==> config.mk <==
export PLATFORM = sky130hd
export DESIGN_NAME = t_power2round
export DESIGN_NICKNAME = d
export VERILOG_FILES = /design/src/rtl/t_power2round_pkg.sv /design/src/rtl/mod_add.sv /design/src/rtl/t_power2round_p2r.sv /design/src/rtl/t_power2round.sv
export SDC_FILE = /design/constraint.sdc
export NUM_CORES = 1
export LEC_CHECK = 0
export ABC_AREA = 1
export CAP_MARGIN = 5
export CORE_ASPECT_RATIO = 1.2
export CORE_MARGIN = 2
export CORE_UTILIZATION = 40
export DETAILED_ROUTE_END_ITERATION = 7
export PLACE_DENSITY = 0.7
export SYNTH_ARGS = -nofsm -noshare
export SYNTH_HDL_FRONTEND = slang
export SYNTH_SLANG_ARGS = --single-unit
==> constraint.sdc <==
create_clock -name clk -period 5 [get_ports clk]
set_input_delay 0.75 -clock clk [delete_from_list [all_inputs] [get_ports clk]]
set_output_delay 0.75 -clock clk [all_outputs]
set_load 0.005 [all_outputs]
==> src/rtl/t_power2round_pkg.sv <==
// t_power2round_pkg: shared keygen constants and types for the t = A*s1 + s2 split stage.
package t_power2round_pkg;
    localparam int unsigned Q = 8380417;
    localparam int D = 13;
    localparam int N = 256;
    localparam int CNT_W = $clog2(N);
    localparam int COEF_W = 24;
    localparam int T1_W = 10;
    localparam int T0_W = 13;
    localparam int T1_WORD_W = 40;
    localparam int T1_PER_WORD = T1_WORD_W / T1_W;
    typedef enum logic [1:0] {IDLE, RUN, DRAIN, DONE} state_e;
endpackage

==> src/rtl/mod_add.sv <==
// mod_add: (a + b) mod Q for operands already reduced to [0,Q).
module mod_add import t_power2round_pkg::*; (
    input  logic [COEF_W-1:0] i_a,
    input  logic [COEF_W-1:0] i_b,
    output logic [COEF_W-1:0] o_sum
);
    logic [COEF_W:0] sum;
    always_comb begin
        sum = {1'b0, i_a} + {1'b0, i_b};
        o_sum = sum >= (COEF_W+1)'(Q) ? COEF_W'(sum - (COEF_W+1)'(Q)) : sum[COEF_W-1:0];
    end
endmodule

==> src/rtl/t_power2round_p2r.sv <==
// power2round_unit: registered split of r in [0,Q) into t1 and packed t0 = 2^12 - r0.
module power2round_unit import t_power2round_pkg::*; (
    input  logic              clk,
    input  logic              rst_n,
    input  logic              i_flush,
    input  logic              i_valid,
    input  logic [COEF_W-1:0] i_r,
    output logic              o_valid,
    output logic [T1_W-1:0]   o_t1,
    output logic [T0_W-1:0]   o_t0
);
    localparam logic [D-1:0] HALF = D'(1 << (D-1));
    logic [D-1:0] lo;
    logic [COEF_W-D-1:0] hi;
    logic valid_d, valid_q;
    logic [T1_W-1:0] t1_d, t1_q;
    logic [T0_W-1:0] t0_d, t0_q;
    // 4096 - r0 wraps to the same 13-bit value whether or not lo was recentred
    always_comb begin
        lo = i_r[D-1:0];
        hi = i_r[COEF_W-1:D];
        valid_d = i_valid && !i_flush;
        t1_d = i_valid ? T1_W'(lo > HALF ? hi + 1'b1 : hi) : t1_q;
        t0_d = i_valid ? HALF - lo : t0_q;
    end
    always_ff @(posedge clk or negedge rst_n) begin
        if (!rst_n) begin
            valid_q <= 1'b0;
            t1_q <= '0;
            t0_q <= '0;
        end else begin
            valid_q <= valid_d;
            t1_q <= t1_d;
            t0_q <= t0_d;
        end
    end
    assign o_valid = valid_q;
    assign o_t1 = t1_q;
    assign o_t0 = t0_q;
endmodule

==> src/rtl/t_power2round.sv <==
// t_power2round: adds s2 to each accumulated A*s1 coefficient mod Q and splits it with
// Power2Round, emitting t1/t0 per coefficient and t1 packed four per 40-bit word.
module t_power2round import t_power2round_pkg::*; (
    input  logic                 clk,
    input  logic                 rst_n,
    input  logic                 i_start,
    input  logic                 i_res_valid,
    input  logic [COEF_W-1:0]    i_res_data,
    input  logic                 i_res_last,
    output logic [CNT_W-1:0]     o_s2_addr,
    input  logic [COEF_W-1:0]    i_s2_data,
    output logic                 o_t_valid,
    output logic [T1_W-1:0]      o_t1,
    output logic [T0_W-1:0]      o_t0,
    output logic                 o_t1w_valid,
    output logic [T1_WORD_W-1:0] o_t1w_data,
    output logic                 o_busy,
    output logic                 o_done,
    output logic                 o_err
);
    state_e state_q, state_d;
    logic [CNT_W-1:0] cnt_q, cnt_d;
    logic err_q, err_d;
    logic v1_q, v1_d, v2_q, v2_d;
    logic [COEF_W-1:0] a_q, a_d, r_q, r_d, sum;
    logic [T1_WORD_W-1:0] sr_q, sr_d;
    logic [1:0] oc_q, oc_d;
    logic wv_q, wv_d;
    logic run, take, at_end;

    mod_add u_add (.i_a(a_q), .i_b(i_s2_data), .o_sum(sum));

    power2round_unit u_p2r (
        .clk(clk), .rst_n(rst_n), .i_flush(i_start), .i_valid(v2_q), .i_r(r_q),
        .o_valid(o_t_valid), .o_t1(o_t1), .o_t0(o_t0)
    );

    always_comb begin
        run = state_q == RUN;
        take = run && i_res_valid && !i_start;
        at_end = cnt_q == CNT_W'(N - 1);
        state_d = state_q;
        cnt_d = cnt_q;
        err_d = err_q;
        if (i_start) begin
            // a restart while active is itself an error; stray data beside a start is too
            state_d = RUN;
            cnt_d = '0;
            err_d = run || state_q == DRAIN || i_res_valid;
        end else if (take) begin
            cnt_d = cnt_q + 1'b1;
            if (i_res_last || at_end) begin
                state_d = DRAIN;
                err_d = err_q || !(i_res_last && at_end);
            end
        end else begin
            err_d = err_q || (i_res_valid && !run);
            if (state_q == DRAIN && !v1_q && !v2_q && !o_t_valid) state_d = DONE;
            if (state_q == DONE) state_d = IDLE;
        end
        v1_d = take;
        a_d = take ? i_res_data : a_q;
        v2_d = v1_q && !i_start;
        r_d = v1_q ? sum : r_q;
        sr_d = i_start ? '0 : o_t_valid ? {o_t1, sr_q[T1_WORD_W-1:T1_W]} : sr_q;
        oc_d = i_start ? '0 : oc_q + 2'(o_t_valid);
        wv_d = !i_start && o_t_valid && oc_q == 2'(T1_PER_WORD - 1);
    end

    always_ff @(posedge clk or negedge rst_n) begin
        if (!rst_n) begin
            state_q <= IDLE;
            cnt_q <= '0;
            err_q <= 1'b0;
            v1_q <= 1'b0;
            v2_q <= 1'b0;
            a_q <= '0;
            r_q <= '0;
            sr_q <= '0;
            oc_q <= '0;
            wv_q <= 1'b0;
        end else begin
            state_q <= state_d;
            cnt_q <= cnt_d;
            err_q <= err_d;
            v1_q <= v1_d;
            v2_q <= v2_d;
            a_q <= a_d;
            r_q <= r_d;
            sr_q <= sr_d;
            oc_q <= oc_d;
            wv_q <= wv_d;
        end
    end

    assign o_s2_addr = cnt_q;
    assign o_busy = state_q == RUN || state_q == DRAIN;
    assign o_done = state_q == DONE;
    assign o_err = err_q;
    assign o_t1w_valid = wv_q;
    assign o_t1w_data = sr_q;
endmodule

==> results of run 1 <==
[layout make-up]
| cell class | instances | area (um2) |
|---|---|---|
| Fill cell | 1963 | 9450 |
| Clock inverter | 15 | 190 |
| Sequential cell | 127 | 3180 |
| Tap cell | 261 | 327 |
| Timing Repair Buffer | 134 | 1320 |
| Clock buffer | 17 | 425 |
| Multi-Input combinational cell | 813 | 3960 |
| Inverter | 166 | 623 |
[cells in the final DEF (no fill, tap or decap), types with 2 or more instances in the layout]
cell and n:
nor2_2 9, nor4_1 2, nand2_2 10, clkbuf_16 17, buf_4 7, clkdlybuf4s50_1 127, nand3_2 3, o22ai_1 31
nor3_1 11, o21bai_1 3, inv_8 4, nand2_1 424, ha_1 33, xor2_1 12, a21oi_2 2, o21ai_1 9
nor2_1 66, a21oi_1 27, nand3_1 89, bufinv_16 2, clkinv_1 2, o21ai_0 42, dfrtp_1 127, inv_1 151
inv_6 6, nand3b_1 9, nor2_4 2, xnor2_1 2, a31oi_1 2, nand4_1 15, inv_2 13
[cell families (layout without fill, tap and decap cells)]
group	after synthesis	count (layout)	synth area share, %
AO/OA/AOI/OAI	121	121	8.56
XOR/XNOR	14	14	1.55
adder cells (fa/ha/maj)	34	34	5.48
buffers and inverters	194	332	9.64
flip-flops	127	127	40.3
AND/OR/NAND/NOR	644	644	34.5
[layer usage]
| layer | global-route usage [%] | routed length [um] | up-vias |
|---|---|---|---|
| li1 | - | - | 3848 |
| met4 | 7.78 | 514 | 0 |
| met3 | 3.52 | 772 | 41 |
| met1 | 23.9 | 8560 | 3331 |
| met2 | 33.6 | 9170 | 183 |
| met5 | 0 | 0 | - |
[sequential cells by signal, indices dropped and copies added, names as in the netlist]
register       flops
oc_q               2
o_err              1
v2_q               1
o_s2_addr          8
o_t1w_data        40
a_q               24
u_p2r.o_valid      1
state_q            2
v1_q               1
u_p2r.o_t0        13
u_p2r.o_t1        10
r_q               23
o_t1w_valid        1
[power by group]
group / internal (W) / switching [W] / total, W
sequential: 0.00132 / 0.000218 / 0.00154
clock: 0.000762 / 0.000534 / 0.00130
combinational: 0.00105 / 0.00175 / 0.00280
[how the worst min path moves through the flow]
stage	startpoint	to	cells past startpoint
global route	rst_n	u_p2r.o_t0[6]	1
finish	rst_n	u_p2r.o_t0[3]	1
global placement	oc_q[1]	oc_q[1]	1
detailed placement	a_q[13]	a_q[13]	2
CTS	rst_n	u_p2r.o_t0[3]	1
floorplan	oc_q[1]	oc_q[1]	1
[synthesized netlist by cell type, drive strengths merged (3+ instances only)]
library cell | n | area, um2
nand2 | 434 | 1650
inv | 164 | 616
dfrtp | 127 | 3180
nand3 | 93 | 493
nor2 | 77 | 324
o21ai | 51 | 255
ha | 33 | 413
o22ai | 31 | 194
a21oi | 29 | 153
clkbuf | 20 | 75.1
nand4 | 15 | 93.8
nor3 | 12 | 65.1
xor2 | 12 | 105
nand3b | 9 | 67.6
buf | 8 | 62.6
o21bai | 3 | 22.5
[through the flow]
stage	util (%)	total power, W	instances	setup WS, ns	cell area [um2]
2_1_floorplan	-	0.00358	1134	1.99	7900
3_3_place_gp	48.3	0.00427	1501	1.08	9410
3_5_place_dp	48.3	0.00434	1501	0.985	9410
4_1_cts	51.5	0.00567	1533	1.42	10000
5_1_grt	51.5	0.00620	1533	1.11	10000
6_report	51.5	0.00563	1533	1.43	10000
[critical path, cell delays in order]
cell             delay [ns]
clkdlybuf4s50_1        0.41
ha_1                   0.27
fa_1                   0.44
nand3_1                0.13
nand2_1                0.09
nand2_1                0.09
nand2_1                0.09
nand2_1                0.13
nand2_1                0.08
nand2_1                0.06
nand2_1                0.09
nor2_2                 0.19
nand2_1                0.10
nor2_1                 0.18
nand2_2                0.13
nand3_4                0.36
nand3_1                0.13
nand3_1                0.11
nand2_1                0.05
==> reports/results.md, run 1 <==
| Result | Value |
|:---|:---|
| Status | finished, final reports clean |
| Post-detailed-route via-to-cell ratio | 4.83 |
| Library cells used by synthesis | 39 |
| Num CTS Buffers | 17 |
| Clk slew on worst S/H paths | 0.06 ns |
| Initial cell density of the core | 40.5% |
| Core Rows | 56 |
| Crit path required time | 5.31 ns |
| Number of buffers added on ports | 128 |
| Achievable clock frequency | 280 MHz |
| End of the critical path | r_q[3] |
| Number of enable-type register cells in the synthesized netlist | 0 |
| Min Clock Period, post-route | 3.57 ns |
| Total negative slack | 0 ns |
| Start point of the critical path | i_s2_data[0] |
| Number of violations of the max-capacitance limit | 0 |
| Depth of the worst register-to-register path | 18 |
| Worst-case vdd ir drop | 279 uV |
| Reg-to-reg critical path startpoint | a_q[0] |
| Net count of the mapped netlist | 1221 |
| Iter 0 DRT Violations | 367 |
| RD Place Congestion | 0.919 |
| Type of element capturing the critical path | flop |
| Most used flip-flop cell after synthesis | dfrtp_1 |
| Setup Viol. Count Final | 0 |
| Leak Pwr | 5.01 nW |
| Worst Path Class, Setup | in2reg |
| Sinks on Clock Net | 127 |
| Floorplan core area | 19500 um2 |
| Ratio of total power to cell area | 562 nW/um2 |
| Min Hold Slack | 0.267 ns |
| Antenna Diode Count | 0 |
| CTS HTree Levels | 4 |
| Overall track demand over capacity in global routing | 19.3% |
| Total wire length after detailed routing | 19.0 mm |
| Flops & latches, synth | 127 |
| TritonCTS clock tree | done |
| Estimated wirelength of the detail-placed design | 14.5 mm |
| Die Y-Extent | 158 um |
| Mean routed wirelength per cell | 12.4 um |
| Max transition margin | 33.0% |
| Total congestion overflow | 0 |
| Final hold vios | 0 |
| Remaining antenna violation count after routing | 0 |
| Critical Path AT | 3.89 ns |
| Setup repair after global routing missed its margin | false |
| Post-Synthesis Cell Area | 7900 um2 |
| Highest net fanout along the worst path | 42 |
| Average cell area after synthesis | 6.96 um2 |
| Hold-fix buffers at CTS | 0 |
| Ratio of cells with drive above 1 in the final layout | 6.45% |
| Largest net degree at the start of global routing | 49 |
| Buffer levels on the longest clock path | 2 |
| Synth-to-Final Area Change | 27.0% |
| Max Transition Viols Final | 0 |
| Die area | 20900 um2 |
| Router iterations before antenna repair | 5 |
| Ports placed on the boundary | 129 |
| Worst clock skew | 0.00939 ns |
| Clock latency of the later-clocked register in the worst-skew pair | 0.42 ns |
| Total of warnings raised by yosys | 0 |
| Antenna violations before repair | 0 |
| Number of resized instances in the post-cts repair step | 0 |
| Overall die width | 132 um |
| Reg2reg setup slack | 1.79 ns |
| Reg2reg end | r_q[3] |
| Fraction of the cycle the final worst path needs | 71.5% |
| Actual transition at the worst max-transition pin | 1.00 ns |
| Post-synth ARST share | 100% |
| Type of the most critical hold path | in2async |
| First-pass GRT wire length | 33.0 mm |
| Layout Nets | 1346 |
| Number of remaining DRC errors | 0 |
| Share of the yosys chip area belonging to registers | 40.3% |
| Worst Setup Start Kind | input pin |
| Number of global-route vias before repair | 7116 |
| Root buf cell | clkbuf_16 |
| Total setup buffers inserted after CTS | 0 |
| Number of instances in the synthesized netlist | 1134 |
| Vias after detailed routing | 7403 |
Note: power is estimated with default switching activity, not from simulation.
==> run 2: changes to the inputs <==
==> constraint.sdc (replaced) <==
create_clock -name clk -period 3.7 [get_ports clk]
set_input_delay 0.555 -clock clk [delete_from_list [all_inputs] [get_ports clk]]
set_output_delay 0.555 -clock clk [all_outputs]
set_load 0.005 [all_outputs]
==> reports/results.md, run 2 (synthesis gave the netlist of run 1 again) <==
| Result | Value | Delta |
|:---|:---|:---|
| Status | finished, final reports clean |  |
| Estimated wirelength of the detail-placed design | 14.6 mm | +1.1% |
| Floorplan core area | 19500 um2 | unchanged |
| Buffer levels on the longest clock path | 2 | unchanged |
| Reg2reg setup slack | 0.68 ns | -1.11 ns |
| Hold-fix buffers at CTS | 0 | unchanged |
| Switching Power | 0.00342 W | +37% |
| Synth-to-Final Area Change | 27.4% |  |
| Ratio of cells with drive above 1 in the final layout | 6.81% | +0.37 points |
| Die area | 20900 um2 | unchanged |
| Vias after detailed routing | 7442 | +0.53% |
| Remaining antenna violation count after routing | 0 | unchanged |
| Highest net fanout along the worst path | 36 | -14% |
| Type of element capturing the critical path | flop |  |
| Worst Path Class, Setup | in2reg |  |
| Antenna Diode Count | 0 | unchanged |
| Fin worst setup slack | 0.498 ns | -0.929 ns |
| RD Place Congestion | 0.924 | +0.53% |
| CTS HTree Levels | 4 | unchanged |
| Clock latency of the later-clocked register in the worst-skew pair | 0.43 ns | about the same |
| Die Y-Extent | 158 um | unchanged |
| Post-detailed-route via-to-cell ratio | 4.84 | +0.20% |
| Sw frac | 45.0% | +0.61 points |
| Total wire length after detailed routing | 19.1 mm | +0.42% |
| Number of global-route vias before repair | 7020 | -1.3% |
| Antenna violations before repair | 0 | unchanged |
| Actual transition at the worst max-transition pin | 0.739 ns | -0.264 ns |
| Number of buffers added on ports | 128 | unchanged |
| Fraction of the cycle the final worst path needs | 86.5% |  |
| Type of the most critical hold path | in2async |  |
| Crit path required time | 4.01 ns | -1.30 ns |
| Number of remaining DRC errors | 0 | unchanged |
| Root buf cell | clkbuf_16 |  |
| Number of violations of the max-capacitance limit | 0 | unchanged |
| Total negative slack | 0 ns | unchanged |
| Worst-case vdd ir drop | 401 uV | +44% |
| Layout Nets | 1351 | +0.37% |
| Flip-flop count of the largest register after layout | 40 | unchanged |
| First-pass GRT wire length | 33.1 mm | +0.44% |
| Ports placed on the boundary | 129 | unchanged |
| Num CTS Buffers | 17 | unchanged |
| Setup Viol. Count Final | 0 | unchanged |
| Leak Pwr | 5.03 nW | +0.39% |
| Mean routed wirelength per cell | 12.4 um | about the same |
| Sequential share of power | 27.2% | about the same |
| Internal power | 0.00418 W | +34% |
| Total setup buffers inserted after CTS | 0 | unchanged |
| Largest net degree at the start of global routing | 73 | +49% |
| Most frequent cells in the layout | nand2_1, inv_1, dfrtp_1, clkdlybuf4s50_1, nand3_1 |  |
| Power Total | 0.00760 W | +35% |
| Max transition margin | 50.7% | +18 points |
| Ratio of total power to cell area | 756 nW/um2 | +35% |
| Achievable clock frequency | 312 MHz |  |
| Share of total power in the clock network | 21.7% | -1.3 points |
| Clk slew on worst S/H paths | 0.06 ns | about the same |
| Min Clock Period, post-route | 3.20 ns |  |
| Worst Setup Start Kind | input pin |  |
| Critical Path AT | 3.52 ns | -0.37 ns |
| Sinks on Clock Net | 127 | unchanged |
| Most frequent standard cell in the layout excluding fill and tap cells | nand2_1 |  |
| Total congestion overflow | 0 | unchanged |
| Setup repair after global routing missed its margin | false |  |
| TritonCTS clock tree | done |  |
| Router iterations before antenna repair | 5 | unchanged |
| Iter 0 DRT Violations | 443 | +21% |
| Worst clock skew | 0.00843 ns | -0.000959 ns |
| Max Transition Viols Final | 0 | unchanged |
| Number of resized instances in the post-cts repair step | 0 | unchanged |
| Initial cell density of the core | 40.5% | unchanged |
| Core Rows | 56 | unchanged |
| Worst slack at placement | 0.0672 ns | -0.917 ns |
| Overall track demand over capacity in global routing | 19.4% | +0.054 points |
| Logic pwr share | 51.1% | +1.4 points |
| Final hold vios | 0 | unchanged |
| Overall die width | 132 um | unchanged |
run 2: changes by cell type in the layout (fill, tap and decap cells not counted):
cell / change
buf_4: +3
buf_12: +2
inv_8: +2
clkinv_4: +1
clkinv_8: +1
bufinv_16: -2
inv_6: -2
run 2: layout make-up:
class	count	area, um2
clock buffer	17	425
clock inverter	15	160
fill	2000	9420
inverter	166	623
multi-input combinational	813	3960
sequential	127	3180
tap	261	327
timing repair buffer	139	1390
run 2: final timing paths:
kind | start | end | cells past startpoint
max | i_s2_data[0] | r_q[3] | 20
min reg2reg | a_q[3] | a_q[3] | 2
max reg2reg | a_q[0] | r_q[3] | 19
max in group asynchronous | rst_n | a_q[11] | 2
min in group clk | a_q[3] | a_q[3] | 2
min | rst_n | u_p2r.o_t0[9] | 1
run 2: stage by stage:
| step | cells | hold WS [ns] | area [um2] | utilization (%) |
|---|---|---|---|---|
| 3_5_place_dp | 1506 | 0.464 | 9470 | 48.6 |
| 2_1_floorplan | 1134 | 0.259 | 7900 | - |
| 5_1_grt | 1538 | 0.242 | 10100 | 51.6 |
| 6_report | 1538 | 0.188 | 10100 | 51.6 |
| 4_1_cts | 1538 | 0.217 | 10100 | 51.6 |
| 3_3_place_gp | 1506 | 0.452 | 9470 | 48.6 |
run 2: critical path: stages:
cell and delay [ns]:
clkdlybuf4s50_1 0.41, ha_1 0.26, fa_1 0.44, nand3_1 0.13
nand2_1 0.10, nand2_1 0.09, nand2_1 0.10, nand2_1 0.12
nand2_1 0.08, nand2_1 0.06, nand2_1 0.09, nor2_2 0.19
nand2_1 0.10, nor2_1 0.14, nand2_2 0.11, nand3_4 0.11
buf_12 0.18, nand3_1 0.09, nand3_1 0.09, nand2_1 0.06
run 2: metal layers:
layer	routed length [um]	global-route usage (%)	share of wire, %
met5	0	0	0
met2	9340	34.2	49
met3	622	3.23	3.3
met1	8760	24.1	46
met4	381	6.76	2.0
run 2: power by group through the flow:
stage / Combinational, W / Sequential, W / Clock [W]
6_report: 0.00389 / 0.00207 / 0.00165
5_1_grt: 0.00447 / 0.00213 / 0.00175
4_1_cts: 0.00390 / 0.00208 / 0.00168
3_5_place_dp: 0.00388 / 0.00210 / 0
3_3_place_gp: 0.00380 / 0.00208 / 0
2_1_floorplan: 0.00280 / 0.00204 / 0
